[config.mk]
export PLATFORM = sky130hd
export DESIGN_NAME = io_port_responder
export DESIGN_NICKNAME = d
export VERILOG_FILES = /design/src/rtl/io_port_responder.sv
export SDC_FILE = /design/constraint.sdc
export NUM_CORES = 1
export LEC_CHECK = 0
export ABC_AREA = 1
export ABC_CLOCK_PERIOD_IN_PS = 1800
export CORE_MARGIN = 5
export CORE_UTILIZATION = 35
export CTS_CLUSTER_SIZE = 24
export DETAILED_ROUTE_END_ITERATION = 16
export PLACE_DENSITY = 0.63
export SLEW_MARGIN = 20
export SYNTH_ARGS = -nofsm -noshare
export SYNTH_HDL_FRONTEND = slang
export SYNTH_SLANG_ARGS = --single-unit
[constraint.sdc]
create_clock -name clk -period 1.8 [get_ports clk]
set_input_delay 0.18 -clock clk [delete_from_list [all_inputs] [get_ports clk]]
set_output_delay 0.18 -clock clk [all_outputs]
set_load 0.005 [all_outputs]
[src/rtl/io_port_responder.sv]
// I/O-space responder: output port, synchronized input port, edge capture
// with mask and interrupt, acked after a fixed number of wait states.
module io_port_responder #(
   parameter int DATA_WIDTH = 8,
   parameter int ADDR_WIDTH = 8,
   parameter logic [ADDR_WIDTH-1:0] BASE_ADDR = 'hF0,
   parameter int WAIT_STATES = 1
) (
   input  logic                  clk,
   input  logic                  rst,
   input  logic                  req,
   input  logic                  iom,
   input  logic                  wr_rdn,
   input  logic [ADDR_WIDTH-1:0] addr,
   input  logic [DATA_WIDTH-1:0] wdata,
   output logic [DATA_WIDTH-1:0] rdata,
   output logic                  ack,
   input  logic [DATA_WIDTH-1:0] pin_in,
   output logic [DATA_WIDTH-1:0] pin_out,
   output logic                  irq
);

   typedef enum logic [1:0] {
      S_IDLE,
      S_WAIT,
      S_RESP
   } state_t;

   localparam int WS_LOAD = (WAIT_STATES > 0) ? WAIT_STATES - 1 : 0;
   localparam state_t ACCEPT_NEXT = (WAIT_STATES == 0) ? S_RESP : S_WAIT;

   state_t                state;
   logic [3:0]            cnt;
   logic [3:0]            off;
   logic                  wr;
   logic [DATA_WIDTH-1:0] wd;
   logic [DATA_WIDTH-1:0] out_r;
   logic [DATA_WIDTH-1:0] sync1;
   logic [DATA_WIDTH-1:0] sync2;
   logic [DATA_WIDTH-1:0] prev;
   logic [DATA_WIDTH-1:0] edge_r;
   logic [DATA_WIDTH-1:0] mask_r;
   logic [DATA_WIDTH-1:0] rd_mux;
   logic [DATA_WIDTH-1:0] rise;
   logic [DATA_WIDTH-1:0] clr;
   logic                  sel;

   assign sel = req && iom &&
      (addr[ADDR_WIDTH-1:4] == BASE_ADDR[ADDR_WIDTH-1:4]);
   assign rise    = sync2 & ~prev;
   assign pin_out = out_r;
   assign irq     = |(edge_r & mask_r);

   always_comb begin
      rd_mux = '0;
      case (off)
         4'd0:    rd_mux = out_r;
         4'd1:    rd_mux = sync2;
         4'd2:    rd_mux = edge_r;
         4'd3:    rd_mux = mask_r;
         default: rd_mux = '0;
      endcase
   end

   // W1C mask is only live on the completing edge of a write to EDGE
   always_comb begin
      clr = '0;
      if (state == S_RESP && wr && off == 4'd2) clr = wd;
   end

   always_ff @(posedge clk or negedge rst) begin
      if (!rst) begin
         state  <= S_IDLE;
         cnt    <= '0;
         off    <= '0;
         wr     <= 1'b0;
         wd     <= '0;
         out_r  <= '0;
         sync1  <= '0;
         sync2  <= '0;
         prev   <= '0;
         edge_r <= '0;
         mask_r <= '0;
         rdata  <= '0;
         ack    <= 1'b0;
      end else begin
         sync1  <= pin_in;
         sync2  <= sync1;
         prev   <= sync2;
         // set wins over a simultaneous clear
         edge_r <= (edge_r & ~clr) | rise;
         ack    <= 1'b0;
         rdata  <= '0;
         unique case (state)
            S_IDLE: begin
               if (sel && !ack) begin
                  off   <= addr[3:0];
                  wr    <= wr_rdn;
                  wd    <= wdata;
                  cnt   <= 4'(WS_LOAD);
                  state <= ACCEPT_NEXT;
               end
            end
            S_WAIT: begin
               if (cnt == 4'd0) state <= S_RESP;
               else cnt <= cnt - 4'd1;
            end
            S_RESP: begin
               ack   <= 1'b1;
               state <= S_IDLE;
               if (wr) begin
                  if (off == 4'd0) out_r  <= wd;
                  if (off == 4'd3) mask_r <= wd;
               end else begin
                  rdata <= rd_mux;
               end
            end
            default: state <= S_IDLE;
         endcase
      end
   end

endmodule

After elaboration in Yosys (flattened, before gate mapping)
Index checks and enable logic that the tools add are counted.
- output and inout port bits: 18
- register bits after elaboration: 76
- mux-type cells: 11
- equality and inequality tests: 9
- bitwise gates (word level): 6
- reduce and logical (&&, ||, !) cells: 16
- $add $sub $neg: 1
- operators by type and width (operator ; number):
    8-bit case mux with 4 select lines ; 1
    8-bit AND ; 3
    8-bit two-way mux ; 3
    8-bit inverter ; 2
    3-bit AND reduction ; 3
    4-bit by 2-bit == test with 1-bit output (second input constant) ; 2
    4-bit zero test ; 2
    4-bit two-way mux ; 2
    8-bit bitwise OR ; 1
    4-bit case mux with 2 select lines ; 1
    8-bit OR reduction ; 1
    2-bit != test (second input constant) ; 3
    1-bit logical AND ; 5
    4-bit by 1-bit == test with 1-bit output (second input constant) ; 1
    4-bit == test (second input constant) ; 1
    2-bit two-way mux ; 2
    2-bit case mux with 2 select lines ; 1
    2-bit AND reduction ; 2
    4-bit by 1-bit subtractor with 4-bit output (second input constant) ; 1
    2-bit by 1-bit == test with 1-bit output (second input constant) ; 1
    2-bit == test (second input constant) ; 1
    2-bit zero test ; 1
    2-bit nonzero test ; 1
    1-bit zero test ; 1
    1-bit two-way mux ; 1

Longest topological paths before layout
- depth after elaboration: 7
- depth in mapped cells: 7

Worst setup path after synthesis
No wires, ideal clock.
- path type: flip-flop to flip-flop
- start point: reg off[0]
- end point: reg out_r[0], in the netlist pin_out[0]
- stages on the path, launching flop included: 5
- path buffers: 0
- data arrival time: 1086 ps
- required time: 1677 ps
- setup slack: 591 ps
- period minus slack after synthesis: 1209 ps
- setup time: 123 ps
- cells stage by stage: dfrtp_1 > nor2_2 > nand2_4 > o21ai_0 > nand2_1
- longest elaborated chain between the ends: 2
- RTL lines (what ; RTL line ; RTL):
    from (decl) ; 34 ; logic [3:0] off;
    from (signal assigned) ; 97 ; off <= addr[3:0];
    4-bit zero test ; 112 ; if (off == 4'd0) out_r <= wd;
    3-bit AND reduction (no source line) ; -- ;
    to (signal assigned) ; 112 ;
    to (decl) ; 37 ; logic [DATA_WIDTH-1:0] out_r;
Every way passes these cells.
A chain may end at the register's enable or synchronous reset.

Worst setup path in the final report
- start point: reg edge_r[2]
- end point: out irq
- longest elaborated chain between the ends: 2
- RTL lines (what ; RTL line ; RTL):
    from (decl) ; 41 ; logic [DATA_WIDTH-1:0] edge_r;
    from (signal assigned) ; 91 ; edge_r <= (edge_r & ~clr) | rise;
    8-bit AND ; 52 ; assign irq = |(edge_r & mask_r);
    8-bit OR reduction ; 52 ;
    to (decl) ; 20 ; output logic irq
Every way passes these cells.

==> results.cfg <==
[outcome]
outcome = completed

[timing]
final.setup.tns_ns = 0
rsz0062_at_grt = no
finalHoldViolCount = 0
setup_viol = 0
clock_skew_ns = 0.00944
worst_pin_slew_ns = 0.483
fmax_ghz = 0.602
max_slew_margin = 0.677
final-max-slew-violation-count = 0
timing.final.ws_setup_ns = 0.139
layout_min_cycle_time_ns = 1.66
finalCritPeriodShare = 0.923

[critical_path]
cp-end-kind = output pin
cp-start-kind = flop
worstPathBufferInverterCount = 1
arrival_ns = 1.48
worstPathRequired_ns = 1.62
cp_max_fo = 3
cpPeakStageDelay_ns = 0.39
reg2reg_from = off[0]
crit_path_cell_trace = nand2_1 > nand4_1 > or2_2 > dlygate4sd2_1
crit_start = edge_r[2]
cpLargestDelayFamily = simple AND/OR/NAND/NOR gates
crit_slowest_cell = dfrtp_1
crit_type = reg2out

[global_route]
grt_pass1_wl_um = 11500
grt_max_degree = 59
grt_usage = 0.131
grt_antenna_before_repair = 0
grt_pass1_vias = 2431
grt.overflow.total = 0

[drt]
ant_nets = 0
drt-pass1-iter-count = 4
vias_per_cell = 4.59
drcViolationCount = 0
wl_um = 6720
via_count = 2353
initialDrtViolationCount = 109
wl_per_cell_um = 13.1

[yosys]
synth.avg_cell_area_sq_um = 9.23
ys_ff_latch = 76
synthTopCellsByArea = dfrtp_1 60%, nand2_1 13%, nand3_1 6.0%
synth_cell_types = 25
synth_area_sq_um = 3150
synth_area_leader_cell = dfrtp_1
synth_cells = 341
syn-num-nets = 372
ys.warnings.count = 0
synth_seq_area_share = 0.604
synth.top_cell.area_share = 0.604

[place]
preCtsSetupSlack_ns = 0.294
io_buffers = 46
dp_hpwl_um = 4620
place.gp.congestion = 0.792

[final_layout]
drive_gt1_frac = 0.114
layout_commonest_cell = nand2_1
antennaDiodeCount = 0
areaGrowthSynthToFinish_pct = 26.2
final_cell_mix = 109 x nand2_1, 76 x dfrtp_1, 44 x clkdlybuf4s50_1
nNetsFinal = 432

[floorplanning]
die_h_um = 105
core_sq_um = 8760
die-area_sq_um = 11000
io_pins = 47
row_count = 34
die_w_um = 105
initial_core_util = 0.359

[power]
p_per_area_nw_per_um2 = 909
ir_drop_mv = 0.468
power.leakage_nw = 1.98
power_mw = 3.61

[job]
maxCapViolations = 0

[clock_network]
htreeDepth = 3
clock_latency_ns = 0.35
clock-sinks = 76
cts_tree = built
cts_max_path_buffers = 2
clk_pin_slew_worst_paths_ns = 0.07
numCtsBuffers = 9
ctsRootBufferMaster = clkbuf_8

[worst_hold_path]
hp-class = in2async
## final timing paths
check,endpoint,slack (ns),cells past startpoint
min,wd[5],0.23,2
max in group asynchronous,mask_r[7],0.97,3
max reg2reg,mask_r[7],0.37,5
min in group clk,sync1[2],0.27,1
max,irq,0.14,4
min reg2reg,sync2[4],0.35,0
## sequential cells by signal, indices dropped and copies added, names as in the netlist
name,cells
ack,1
cnt,4
edge_r,8
mask_r,8
off,4
pin_out,8
prev,8
rdata,8
state,2
sync1,8
sync2,8
wd,8
wr,1
## routing by layer
layer / vias to the layer above / wire length (um) / global-route usage
met5: - / 0 / 0
met4: 0 / 66 / 0.0384
met3: 5 / 314 / 0.0481
met2: 49 / 3310 / 0.210
met1: 1105 / 3030 / 0.166
li1: 1194 / - / -
## power by group
| group | internal, mW | leakage [nW] | switching [mW] |
|---|---|---|---|
| clock network | 0.671 | 0.0935 | 0.573 |
| registers | 1.79 | 0.952 | 0.0895 |
| logic | 0.183 | 0.934 | 0.303 |
## repair_timing
action | CTS | global route
resized for setup | 1 | 0
setup endpoints to repair | 1 | 0
hold buffers | 1 | 0
buffers inserted | 2 | 0
endpoints found under the hold margin | 18 | 0
## through the flow
stage	hold slack, ns	instances	instance area (sq um)	utilization
after floorplan	-0.116	341	3150	-
after global placement	0.0699	495	3760	0.430
after detailed placement	0.0705	495	3760	0.430
after CTS	0.225	513	3970	0.453
after global routing	0.242	513	3970	0.453
final	0.233	513	3970	0.453
## cell type report
| cell class | instances | area [sq um] |
|---|---|---|
| fill | 864 | 4790 |
| sequential | 76 | 1900 |
| multi-input combinational | 222 | 1070 |
| timing repair buffer | 56 | 547 |
| clock buffer | 13 | 149 |
| inverter | 36 | 135 |
| tap | 108 | 135 |
| clock inverter | 2 | 35.0 |
## Yosys cell counts
cell	instances
nand2_1	109
dfrtp_1	76
nand3_1	38
inv_1	34
nor2_1	26
o21ai_0	21
o21ai_2	8
nor2_4	4
nand2_2	3
buf_2	2
clkbuf_1	2
ha_1	2
inv_2	2
nand4_1	2
nor2_2	2
a21oi_1	1
buf_1	1
buf_4	1
buf_6	1
nand2_4	1
nand3b_2	1
nand4_4	1
nor2_8	1
or2_2	1
xnor2_1	1
## kinds of logic after synthesis
kind of cell | share of synthesized area
AOI/OAI and AO/OA | 0.0573
xor gates and xnor gates | 0.00278
DFF | 0.604
adders and majority gates | 0.00795
and+or+nand+nor | 0.272
buffers and inverters | 0.0557
Note: power is estimated with default switching activity, not from simulation.
